`src/rtl/iter_alu_if.sv`:
```
// Operand/result bundle for iter_alu: the CPU control side (master) issues
// start/A/B/ALUctr, and the ALU (slave) returns registered results and handshake.
interface iter_alu_if #(
  parameter int unsigned WIDTH = 32
);
  logic             start;
  logic [WIDTH-1:0] A;
  logic [WIDTH-1:0] B;
  logic [2:0]       ALUctr;
  logic [WIDTH-1:0] ALU;
  logic [WIDTH-1:0] ALU_hi;
  logic             Zero;
  logic             carrier;
  logic             overflow;
  logic             div0;
  logic             busy;
  logic             done;

  modport master (
    output start, A, B, ALUctr,
    input  ALU, ALU_hi, Zero, carrier, overflow, div0, busy, done
  );

  modport slave (
    input  start, A, B, ALUctr,
    output ALU, ALU_hi, Zero, carrier, overflow, div0, busy, done
  );
endinterface

```
`src/rtl/iter_alu.sv`:
```
// Multi-cycle EX-stage ALU: single-cycle add/sub/or/and/slt/pass-B plus iterative
// unsigned shift-add multiply and restoring divide behind a start/busy/done handshake.
module iter_alu #(
  parameter int unsigned WIDTH = 32,
  parameter int unsigned CNT_W = 6
) (
  input logic       clk,
  input logic       rst_n,
  iter_alu_if.slave bus
);
  localparam int unsigned MSB = WIDTH - 1;

  localparam logic [1:0] S_IDLE = 2'd0;
  localparam logic [1:0] S_MUL  = 2'd1;
  localparam logic [1:0] S_DIV  = 2'd2;

  localparam logic [2:0] OP_AND   = 3'b000;
  localparam logic [2:0] OP_OR    = 3'b001;
  localparam logic [2:0] OP_ADD   = 3'b010;
  localparam logic [2:0] OP_MUL   = 3'b011;
  localparam logic [2:0] OP_DIVU  = 3'b100;
  localparam logic [2:0] OP_PASSB = 3'b101;
  localparam logic [2:0] OP_SUB   = 3'b110;
  localparam logic [2:0] OP_SLT   = 3'b111;

  logic [1:0]       state;
  logic [CNT_W-1:0] cnt;
  logic [WIDTH-1:0] opnd;
  logic [WIDTH-1:0] acc;
  logic [WIDTH-1:0] lo;

  logic [WIDTH-1:0] alu_q;
  logic [WIDTH-1:0] alu_hi_q;
  logic             zero_q;
  logic             carry_q;
  logic             ovf_q;
  logic             div0_q;
  logic             busy_q;
  logic             done_q;

  logic [WIDTH:0]   add_w;
  logic [WIDTH:0]   sub_w;
  logic [WIDTH-1:0] sc_res;
  logic             sc_c;
  logic             sc_v;

  logic [WIDTH:0]   msum;
  logic [WIDTH:0]   dshift;
  logic [WIDTH:0]   ddiff;
  logic [WIDTH-1:0] nxt_acc;
  logic [WIDTH-1:0] nxt_lo;
  logic             last;

  always_comb begin
    add_w  = {1'b0, bus.A} + {1'b0, bus.B};
    sub_w  = {1'b0, bus.A} - {1'b0, bus.B};
    sc_res = '0;
    sc_c   = 1'b0;
    sc_v   = 1'b0;
    case (bus.ALUctr)
      OP_ADD: begin
        sc_res = add_w[MSB:0];
        sc_c   = add_w[WIDTH];
        sc_v   = (bus.A[MSB] == bus.B[MSB]) && (add_w[MSB] != bus.A[MSB]);
      end
      OP_SUB: begin
        sc_res = sub_w[MSB:0];
        sc_c   = sub_w[WIDTH];
        sc_v   = (bus.A[MSB] != bus.B[MSB]) && (sub_w[MSB] != bus.A[MSB]);
      end
      OP_OR:    sc_res = bus.A | bus.B;
      OP_AND:   sc_res = bus.A & bus.B;
      OP_SLT:   sc_res = WIDTH'($signed(bus.A) < $signed(bus.B));
      OP_PASSB: sc_res = bus.B;
      default:  sc_res = '0;
    endcase
  end

  // acc/lo are shared: {hi,multiplier} for mul, {remainder,dividend} for div.
  // opnd holds the multiplicand or the divisor.
  always_comb begin
    msum    = {1'b0, acc} + (lo[0] ? {1'b0, opnd} : '0);
    dshift  = {acc, lo[MSB]};
    ddiff   = dshift - {1'b0, opnd};
    nxt_acc = '0;
    nxt_lo  = '0;
    if (state == S_MUL) begin
      nxt_acc = msum[WIDTH:1];
      nxt_lo  = {msum[0], lo[MSB:1]};
    end else begin
      nxt_acc = ddiff[WIDTH] ? dshift[MSB:0] : ddiff[MSB:0];
      nxt_lo  = {lo[MSB-1:0], ~ddiff[WIDTH]};
    end
    last = (cnt == CNT_W'(WIDTH - 1));
  end

  // A zero divisor never borrows, so the restoring loop itself yields
  // quotient all-ones and remainder equal to the dividend.
  always_ff @(posedge clk or negedge rst_n) begin
    if (!rst_n) begin
      state    <= S_IDLE;
      cnt      <= '0;
      opnd     <= '0;
      acc      <= '0;
      lo       <= '0;
      alu_q    <= '0;
      alu_hi_q <= '0;
      zero_q   <= 1'b0;
      carry_q  <= 1'b0;
      ovf_q    <= 1'b0;
      div0_q   <= 1'b0;
      busy_q   <= 1'b0;
      done_q   <= 1'b0;
    end else begin
      done_q <= 1'b0;
      case (state)
        S_IDLE: begin
          if (bus.start) begin
            if (bus.ALUctr == OP_MUL || bus.ALUctr == OP_DIVU) begin
              opnd   <= (bus.ALUctr == OP_MUL) ? bus.A : bus.B;
              lo     <= (bus.ALUctr == OP_MUL) ? bus.B : bus.A;
              acc    <= '0;
              cnt    <= '0;
              busy_q <= 1'b1;
              state  <= (bus.ALUctr == OP_MUL) ? S_MUL : S_DIV;
            end else begin
              alu_q    <= sc_res;
              alu_hi_q <= '0;
              zero_q   <= (sc_res == '0);
              carry_q  <= sc_c;
              ovf_q    <= sc_v;
              div0_q   <= 1'b0;
              done_q   <= 1'b1;
            end
          end
        end
        S_MUL, S_DIV: begin
          acc <= nxt_acc;
          lo  <= nxt_lo;
          cnt <= cnt + CNT_W'(1);
          if (last) begin
            alu_q    <= nxt_lo;
            alu_hi_q <= nxt_acc;
            zero_q   <= (nxt_lo == '0);
            carry_q  <= 1'b0;
            ovf_q    <= 1'b0;
            div0_q   <= (state == S_DIV) && (opnd == '0);
            busy_q   <= 1'b0;
            done_q   <= 1'b1;
            state    <= S_IDLE;
          end
        end
        default: state <= S_IDLE;
      endcase
    end
  end

  assign bus.ALU      = alu_q;
  assign bus.ALU_hi   = alu_hi_q;
  assign bus.Zero     = zero_q;
  assign bus.carrier  = carry_q;
  assign bus.overflow = ovf_q;
  assign bus.div0     = div0_q;
  assign bus.busy     = busy_q;
  assign bus.done     = done_q;
endmodule

```
`src/flat_wrapper.sv`:
```
// flat-port wrapper written by rule: the top's interface ports become plain ports
module iter_alu_flat 
#(
  parameter int unsigned WIDTH = 32,
  parameter int unsigned CNT_W = 6
)
  (clk, rst_n, bus_start, bus_A, bus_B, bus_ALUctr, bus_ALU, bus_ALU_hi, bus_Zero, bus_carrier, bus_overflow, bus_div0, bus_busy, bus_done);
  iter_alu_if #(.WIDTH(WIDTH)) bus_i ();
  input logic clk;
  input logic rst_n;
  input wire logic [$bits(bus_i.start)-1:0] bus_start;
  input wire logic [$bits(bus_i.A)-1:0] bus_A;
  input wire logic [$bits(bus_i.B)-1:0] bus_B;
  input wire logic [$bits(bus_i.ALUctr)-1:0] bus_ALUctr;
  output wire logic [$bits(bus_i.ALU)-1:0] bus_ALU;
  output wire logic [$bits(bus_i.ALU_hi)-1:0] bus_ALU_hi;
  output wire logic [$bits(bus_i.Zero)-1:0] bus_Zero;
  output wire logic [$bits(bus_i.carrier)-1:0] bus_carrier;
  output wire logic [$bits(bus_i.overflow)-1:0] bus_overflow;
  output wire logic [$bits(bus_i.div0)-1:0] bus_div0;
  output wire logic [$bits(bus_i.busy)-1:0] bus_busy;
  output wire logic [$bits(bus_i.done)-1:0] bus_done;
  assign bus_i.start = bus_start;
  assign bus_i.A = bus_A;
  assign bus_i.B = bus_B;
  assign bus_i.ALUctr = bus_ALUctr;
  assign bus_ALU = bus_i.ALU;
  assign bus_ALU_hi = bus_i.ALU_hi;
  assign bus_Zero = bus_i.Zero;
  assign bus_carrier = bus_i.carrier;
  assign bus_overflow = bus_i.overflow;
  assign bus_div0 = bus_i.div0;
  assign bus_busy = bus_i.busy;
  assign bus_done = bus_i.done;
  iter_alu #(.WIDTH(WIDTH), .CNT_W(CNT_W)) u_core (.clk(clk), .rst_n(rst_n), .bus(bus_i));
endmodule
```
`config.mk`:
```
export PLATFORM = sky130hd
export DESIGN_NAME = iter_alu_flat
export DESIGN_NICKNAME = d
export VERILOG_FILES = /design/src/rtl/iter_alu_if.sv /design/src/rtl/iter_alu.sv /design/src/flat_wrapper.sv
export SDC_FILE = /design/constraint.sdc
export NUM_CORES = 1
export LEC_CHECK = 0
export ABC_AREA = 1
export BUFFER_PORTS_ARGS = -buffer_cell sky130_fd_sc_hd__buf_2
export CORE_MARGIN = 2
export CORE_UTILIZATION = 45
export CTS_CLUSTER_SIZE = 20
export DETAILED_ROUTE_END_ITERATION = 12
export PLACE_DENSITY_LB_ADDON = 0.15
export SLEW_MARGIN = 15
export SYNTH_ARGS = -nofsm -noshare
export SYNTH_HDL_FRONTEND = slang
export SYNTH_SLANG_ARGS = --single-unit
```
`constraint.sdc`:
```
create_clock -name clk -period 3.6 [get_ports clk]
set_input_delay 0.72 -clock clk [delete_from_list [all_inputs] [get_ports clk]]
set_output_delay 0.72 -clock clk [all_outputs]
set_load 0.02 [all_outputs]
```
==> results of run 1 <==
-- cell usage after synthesis (2+ instances only) --
cell type | number | share of area, %
sky130_fd_sc_hd__a21boi_0 | 3 | 0.12
sky130_fd_sc_hd__a21o_1 | 8 | 0.31
sky130_fd_sc_hd__a21oi_1 | 222 | 5.7
sky130_fd_sc_hd__a21oi_2 | 3 | 0.13
sky130_fd_sc_hd__a221oi_1 | 7 | 0.31
sky130_fd_sc_hd__a2bb2oi_1 | 2 | 0.090
sky130_fd_sc_hd__a31oi_1 | 33 | 1.1
sky130_fd_sc_hd__and3_1 | 2 | 0.064
sky130_fd_sc_hd__buf_1 | 14 | 0.27
sky130_fd_sc_hd__buf_2 | 39 | 1.0
sky130_fd_sc_hd__buf_4 | 12 | 0.46
sky130_fd_sc_hd__buf_6 | 8 | 0.46
sky130_fd_sc_hd__clkbuf_1 | 43 | 0.83
sky130_fd_sc_hd__clkbuf_2 | 2 | 0.051
sky130_fd_sc_hd__clkinv_1 | 3 | 0.058
sky130_fd_sc_hd__dfrtp_1 | 174 | 22
sky130_fd_sc_hd__fa_1 | 4 | 0.41
sky130_fd_sc_hd__ha_1 | 172 | 11
sky130_fd_sc_hd__inv_1 | 443 | 8.5
sky130_fd_sc_hd__inv_2 | 12 | 0.23
sky130_fd_sc_hd__mux2i_1 | 4 | 0.20
sky130_fd_sc_hd__nand2_1 | 872 | 17
sky130_fd_sc_hd__nand2_2 | 15 | 0.48
sky130_fd_sc_hd__nand3_1 | 247 | 6.3
sky130_fd_sc_hd__nand3_2 | 11 | 0.56
sky130_fd_sc_hd__nand3b_1 | 4 | 0.15
sky130_fd_sc_hd__nand4_1 | 39 | 1.2
sky130_fd_sc_hd__nor2_1 | 276 | 5.3
sky130_fd_sc_hd__nor2_2 | 10 | 0.32
sky130_fd_sc_hd__nor3_1 | 29 | 0.74
sky130_fd_sc_hd__nor4_1 | 11 | 0.35
sky130_fd_sc_hd__o211ai_1 | 53 | 2.0
sky130_fd_sc_hd__o211ai_2 | 19 | 1.2
sky130_fd_sc_hd__o21a_1 | 7 | 0.27
sky130_fd_sc_hd__o21ai_0 | 204 | 5.2
sky130_fd_sc_hd__o21ai_1 | 8 | 0.20
sky130_fd_sc_hd__o21ai_2 | 2 | 0.090
sky130_fd_sc_hd__o21bai_1 | 10 | 0.38
sky130_fd_sc_hd__o221ai_1 | 14 | 0.63
sky130_fd_sc_hd__o22ai_1 | 28 | 0.90
sky130_fd_sc_hd__or2_2 | 24 | 0.77
sky130_fd_sc_hd__xnor2_1 | 20 | 0.90
sky130_fd_sc_hd__xor2_1 | 17 | 0.76
-- worst max path at each step --
stage	slack [ps]	cells past startpoint	start	endpoint
after floorplan	830	21	u_core.lo[0]$_DFFE_PN0P_	u_core.bus.ALU_hi[15]$_DFFE_PN0P_
after global placement	-140	18	bus_B[0]	u_core.bus.Zero$_DFFE_PN0P_
after detailed placement	-90	18	bus_B[0]	u_core.bus.Zero$_DFFE_PN0P_
after CTS	250	15	u_core.lo[0]$_DFFE_PN0P_	u_core.acc[25]$_DFFE_PN0P_
after global routing	160	18	bus_B[0]	u_core.bus.Zero$_DFFE_PN0P_
final	300	18	bus_B[0]	u_core.bus.Zero$_DFFE_PN0P_
-- sequential cells by signal (all words and copies together), names as in the netlist --
register             flops
u_core.acc              32
u_core.bus.ALU          32
u_core.bus.ALU_hi       32
u_core.lo               32
u_core.opnd             32
u_core.cnt               6
u_core.state             2
u_core.bus.Zero          1
u_core.bus.busy          1
u_core.bus.carrier       1
u_core.bus.div0          1
u_core.bus.done          1
u_core.bus.overflow      1
-- layout make-up --
type	instances	area, um^2	area share, %
inverter	458	1719	7.933
tap	585	732.0	3.378
sequential	174	4355	20.10
clock buffer	20	446.7	2.061
clock inverter	12	136.4	0.6293
antenna	1	2.502	0.01155
multi-input combinational	2394	12890	59.47
timing repair buffer	217	1390	6.415
-- layer usage --
layer	GRT usage (%)	vias up	share of wire, %
li1	-	10520	-
met1	46.02	10440	41
met2	60.43	928	46
met4	17.36	2	5.0
met5	0	-	0.016
met3	5.126	189	7.1
-- through the flow --
step                hold WS, ps  total power, mW  instances  worst slack (ps)  area [um^2]
CTS                       266.3            16.15       3860             254.5        21670
detailed placement        462.2            14.18       3828            -86.60        21080
finish                    257.2            16.27       3861             295.4        21670
floorplan                 424.4            10.88       3145             830.0        19550
global placement          458.1            14.11       3828            -139.4        21080
global route              284.5            17.59       3861             164.4        21670
-- kinds of logic after synthesis --
family / count (synthesis) / share of synthesized area, %
compound gates: 629 / 18.98
xor+xnor: 37 / 1.658
fa+ha+maj: 176 / 11.42
buf+inv: 577 / 11.96
flops: 174 / 22.27
mux: 4 / 0.2048
simple gates: 1548 / 33.51
-- power by group through the flow --
stage	Sequential [mW]	Combinational [mW]	Clock, mW
2_1_floorplan	3.72	7.16	0
3_3_place_gp	3.59	10.5	0
3_5_place_dp	3.61	10.6	0
4_1_cts	3.59	10.6	1.92
5_1_grt	3.69	11.9	2.01
6_report	3.61	10.8	1.90
-- worst max-delay path: stages --
cell                      delay (ps)
sky130_fd_sc_hd__buf_2           130
sky130_fd_sc_hd__ha_1            330
sky130_fd_sc_hd__fa_1            490
sky130_fd_sc_hd__nand3_1         140
sky130_fd_sc_hd__nand3_1         300
sky130_fd_sc_hd__nand2_1         190
sky130_fd_sc_hd__nand2_1         130
sky130_fd_sc_hd__nand2_1         140
sky130_fd_sc_hd__nand2_1         140
sky130_fd_sc_hd__nand3_1         130
sky130_fd_sc_hd__nand3_1          80
sky130_fd_sc_hd__nand3_1         100
sky130_fd_sc_hd__nand3_1         150
sky130_fd_sc_hd__nor2_1          160
sky130_fd_sc_hd__nand2_1          70
sky130_fd_sc_hd__nor2_1          120
sky130_fd_sc_hd__nand2_1          80
sky130_fd_sc_hd__a21oi_2         110
==> Flow_metrics.wiki, run 1 <==
{| class="wikitable"
! Metric !! Value
|-
| Area of the core || 42,980 um^2
|-
| First-pass detailed-route iteration total || 6
|-
| Crit Path Class || input port to register
|-
| Endpoint of the worst-slack reg-to-reg timing path || u_core.bus.ALU_hi[31]$_DFFE_PN0P_
|-
| TritonCTS Buffers || 17
|-
| Routed wire per std cell || 21.23 um
|-
| Maximum clock rate || 302.6 MHz
|-
| Total power divided by cell area || 750.9 nW/um^2
|-
| Setup Skew || 9.920 ps
|-
| Post-synth EDFFs || 0
|-
| Routed via count || 22,080
|-
| Layout fillers || 4,611
|-
| Share of the yosys chip area belonging to registers || 22.27%
|-
| Worst path arrival time || 3710 ps
|-
| Psw || 8.923 mW
|-
| Cell internal pwr || 7.350 mW
|-
| Measured slew at the worst slew-check pin || 876.8 ps
|-
| Instance count of the mapped netlist || 3,145
|-
| CTS resizes || 0
|-
| Number of storage elements in the synthesis netlist || 174
|-
| Clock network latency to the later pin of the worst-skew pair || 470 ps
|-
| Register-to-register path setup slack || 350 ps
|-
| Buffer levels on the longest clock path || 2
|-
| Overall die height || 212.4 um
|-
| Sum of negative setup slack || 0 ps
|-
| Seq pwr share || 22.2%
|-
| Number of max-slew violations in the final report || 0
|-
| Core occupancy in the finished layout || 50.42%
|-
| Number of top-level pins || 140
|-
| Kind of capture point of the worst setup path || register
|-
| Status || complete, no violations
|-
| Global-route wire length before repair || 122,800 um
|-
| Starting Density || 45.48%
|-
| Die Width || 212.4 um
|-
| Number of global-route vias before repair || 21,070
|-
| Clock period minus worst slack || 3305 ps
|-
| Setup repair after global routing missed its margin || false
|-
| Clock tree from TritonCTS || done
|-
| RD Place Congestion || 1.027
|-
| Highest-count cells in the layout ignoring fill and taps || 872 x sky130_fd_sc_hd__nand2_1, 442 x sky130_fd_sc_hd__inv_1, 275 x sky130_fd_sc_hd__nor2_1
|-
| Depth of the CTS H-tree || 4
|-
| Std cell rows || 76
|-
| Pin count of the biggest net entering global routing || 70
|-
| Post-Synthesis Net Count || 3,391
|-
| Startpoint of the worst register-to-register path || u_core.lo[0]$_DFFE_PN0P_
|-
| Number of antenna violations at the first check in global routing || 5
|-
| Initial DRC Count || 2,058
|-
| Leading cell type in the layout, fill and taps excluded || sky130_fd_sc_hd__nand2_1
|-
| Count of endpoints failing setup in the final report || 0
|-
| Number of sinks on the clock net || 174
|-
| Count of unique library cells instantiated by Yosys || 58
|-
| Prevailing post-synth register cell || sky130_fd_sc_hd__dfrtp_1
|-
| Nets@finish || 3,508
|-
| Clock edge transition at the registers on the reported setup and hold paths || 70 ps
|-
| Post-synthesis instance area || 19,550 um^2
|-
| Count of input and output buffers || 139
|-
| Routed WL || 81,980 um
|-
| Hold crit path type || input port to async pin
|-
| Startpoint types || input port
|-
| Clock group share of total power || 11.7%
|-
| Layout cells sized above 1 || 10.87%
|-
| Switching Fraction || 54.83%
|-
| Leakage dissipation || 11.52 nW
|-
| Count of nets left with antenna violations after detail routing || 0
|-
| Post-CTS Setup Bufs || 0
|-
| Depth of the worst register-to-register path || 17
|-
| Worst voltage drop across the vdd grid || 0.0005175 V
|-
| Required time of the critical path || 4010 ps
|-
| Crit Path Max Fanout || 5
|-
| Proportion of power drawn by combinational gates || 66.2%
|-
| DIE AREA || 45,130 um^2
|-
| Maxcap violations || 0
|-
| Clock Root Buffer || sky130_fd_sc_hd__clkbuf_16
|-
| Global-route total usage across every layer || 36.23%
|-
| Share of flip-flops with an asynchronous set or reset || 100.0%
|-
| Via density || 5.717
|-
| Remaining DRCs || 0
|-
| Avg Synthesized Cell Area || 6.216 um^2
|-
| Detailed Place HPWL || 66,410 um
|-
| Final number of hold-violating endpoints || 0
|-
| Area added between synthesis and finish || 10.85%
|-
| Remaining global-route overflow || 0
|-
| Count of hold-fix buffers inserted at cts || 0
|-
| Post-route fraction of the period consumed by the critical path || 91.79%
|-
| Slew Limit Headroom || 40.93%
|-
| Synth warn || 0
|}
Power figures use the tool's default switching activity.
==> run 2, diff against run 1 <==
--- a/config.mk
+++ b/config.mk
@@ -9,6 +9,7 @@
 export BUFFER_PORTS_ARGS = -buffer_cell sky130_fd_sc_hd__buf_2
 export CORE_MARGIN = 2
 export CORE_UTILIZATION = 45
+export CTS_BUF_LIST = sky130_fd_sc_hd__clkbuf_8 sky130_fd_sc_hd__clkbuf_16
 export CTS_CLUSTER_SIZE = 20
 export DETAILED_ROUTE_END_ITERATION = 12
 export PLACE_DENSITY_LB_ADDON = 0.15
==> run 2 against run 1 <==
Effect of this change:
- combinational power is essentially flat
- largest power group unchanged
- register-to-register slack is essentially flat
- critical path type unchanged
- clock power is essentially flat
- power is essentially flat
==> Flow_metrics.wiki, run 2 (synthesis gave the netlist of run 1 again) <==
{| class="wikitable"
! Metric !! Value
|-
| Final number of hold-violating endpoints || 0
|-
| Layout fillers || 4,611
|-
| Number of antenna violations at the first check in global routing || 5
|-
| Seq pwr share || 22.2%
|-
| Global-route total usage across every layer || 36.23%
|-
| Startpoint types || input port
|-
| Global-route wire length before repair || 122,800 um
|-
| Number of top-level pins || 140
|-
| Kind of capture point of the worst setup path || register
|-
| Die Width || 212.4 um
|-
| TritonCTS Buffers || 17
|-
| Cell family with the largest share of critical-path delay || simple AND/OR/NAND/NOR gates
|-
| Number of sinks on the clock net || 174
|-
| Clock period minus worst slack || 3325 ps
|-
| Clock edge transition at the registers on the reported setup and hold paths || 70 ps
|-
| Area added between synthesis and finish || 10.85%
|-
| First-pass detailed-route iteration total || 6
|-
| Clock group share of total power || 11.6%
|-
| Max stage delay on crit path || 490 ps
|-
| RD Place Congestion || 1.027
|-
| Remaining global-route overflow || 0
|-
| Via density || 5.714
|-
| Cell internal pwr || 7.344 mW
|-
| Total power divided by cell area || 750.7 nW/um^2
|-
| Crit Path Max Fanout || 5
|-
| Overall die height || 212.4 um
|-
| Critical path startpoint || bus_B[0]
|-
| Startpoint of the worst register-to-register path || u_core.lo[0]$_DFFE_PN0P_
|-
| Buffering stage count on the worst path with inverters included || 1
|-
| Clock network latency to the later pin of the worst-skew pair || 470 ps
|-
| Routed wire per std cell || 21.23 um
|-
| Count of endpoints failing setup in the final report || 0
|-
| Highest-count cells in the layout ignoring fill and taps || 872 x sky130_fd_sc_hd__nand2_1, 444 x sky130_fd_sc_hd__inv_1, 275 x sky130_fd_sc_hd__nor2_1
|-
| Slew Limit Headroom || 41.20%
|-
| Leakage dissipation || 11.53 nW
|-
| Maxcap violations || 0
|-
| Maximum clock rate || 300.7 MHz
|-
| Leading cell type in the layout, fill and taps excluded || sky130_fd_sc_hd__nand2_1
|-
| Layout cells sized above 1 || 10.87%
|-
| Area of the core || 42,980 um^2
|-
| Setup repair after global routing missed its margin || false
|-
| CP max stage cell || sky130_fd_sc_hd__fa_1
|-
| Buffer levels on the longest clock path || 2
|-
| Worst path arrival time || 3730 ps
|-
| Initial DRC Count || 2,036
|-
| Register-to-register path setup slack || 350 ps
|-
| Psw || 8.926 mW
|-
| Routed via count || 22,060
|-
| Count of input and output buffers || 139
|-
| Std cell rows || 76
|-
| Starting Density || 45.48%
|-
| Depth of the CTS H-tree || 4
|-
| Routed WL || 81,970 um
|-
| Post-route fraction of the period consumed by the critical path || 92.37%
|-
| DIE AREA || 45,130 um^2
|-
| Measured slew at the worst slew-check pin || 872.7 ps
|-
| Count of hold-fix buffers inserted at cts || 0
|-
| Nets@finish || 3,508
|-
| Number of global-route vias before repair || 21,070
|-
| Proportion of power drawn by combinational gates || 66.2%
|-
| Setup Skew || 9.952 ps
|-
| Switching Fraction || 54.86%
|-
| Core occupancy in the finished layout || 50.42%
|-
| Hold crit path type || input port to async pin
|-
| Clock tree from TritonCTS || done
|-
| Worst hold slack across all endpoints || 257.3 ps
|-
| Required time of the critical path || 4000 ps
|-
| Status || complete, no violations
|-
| Number of max-slew violations in the final report || 0
|-
| Detailed Place HPWL || 66,410 um
|-
| Crit Path Class || input port to register
|-
| Worst voltage drop across the vdd grid || 0.0005155 V
|-
| Count of nets left with antenna violations after detail routing || 0
|-
| Cells along the critical path || buf_2 > ha_1 > fa_1 > nand3_1 > nand3_1 > nand2_1 > nand2_1 > nand2_1 > nand2_1 > nand3_1 > nand3_1 > nand3_1 > nand3_1 > nor2_1 > nand2_1 > nor2_1 > nand2_1 > a21oi_2
|-
| Pin count of the biggest net entering global routing || 70
|-
| Remaining DRCs || 0
|-
| Clock Root Buffer || sky130_fd_sc_hd__clkbuf_16
|}
==> run 2: layer usage <==
layer	share of wire [%]	routed length, um	up-vias	GRT usage (%)
met5	0.016	13	-	0
met4	4.9	4022	2	17.36
met3	7.2	5901	182	5.126
met2	46	38110	935	60.43
met1	41	33930	10420	46.01
li1	-	-	10520	-
==> run 2: worst register-to-register path, delay by kind of cell, from the launching register on <==
kind	cells	cell delay (ps)
flip-flops	1	540
adder cells (fa/ha/maj)	1	360
AND/OR/NAND/NOR	13	1830
AO/OA/AOI/OAI	1	170
buffers and inverters	2	280
==> run 2: power groups by stage <==
stage          logic, mW  clock network (mW)  registers, mW
4_1_cts             10.6                1.92           3.59
3_5_place_dp        10.6                   0           3.61
2_1_floorplan       7.16                   0           3.72
5_1_grt             11.9                2.00           3.69
3_3_place_gp        10.5                   0           3.59
6_report            10.8                1.89           3.61
==> run 2: final timing paths <==
check,end,cells after the start
setup / recovery,u_core.bus.Zero$_DFFE_PN0P_,18
hold / removal,u_core.bus.ALU_hi[7]$_DFFE_PN0P_,1
setup reg to reg,u_core.bus.ALU_hi[31]$_DFFE_PN0P_,17
hold reg to reg,u_core.bus.ALU_hi[14]$_DFFE_PN0P_,2
max in group asynchronous,u_core.opnd[29]$_DFFE_PN0P_,2
min in group clk,u_core.bus.ALU_hi[14]$_DFFE_PN0P_,2
==> run 2: repair_timing <==
| action | in CTS | in global routing |
|---|---|---|
| setup endpoints to repair | 0 | 1 |
| gates resized for setup | 0 | 1 |
| setup buffers | 0 | 0 |
| endpoints found under the hold margin | 0 | 0 |
==> run 2: per-stage QoR <==
step	setup TNS, ps	cells	total power [mW]	setup WS, ps	cell area [um^2]
3_5_place_dp	-111.1	3828	14.18	-86.60	21080
3_3_place_gp	-195.4	3828	14.11	-139.4	21080
2_1_floorplan	0	3145	10.88	830.0	19550
6_report	0	3861	16.27	274.8	21670
4_1_cts	0	3860	16.15	254.2	21670
5_1_grt	0	3861	17.58	164.4	21670
==> run 2: layout make-up <==
class	instances	area [um^2]	share of cell area (%)
tap	585	732.0	3.378
antenna	1	2.502	0.01155
clock inverter	14	143.9	0.6640
timing repair buffer	217	1390	6.415
inverter	458	1719	7.933
sequential	174	4355	20.10
clock buffer	18	439.2	2.027
multi-input combinational	2394	12890	59.47
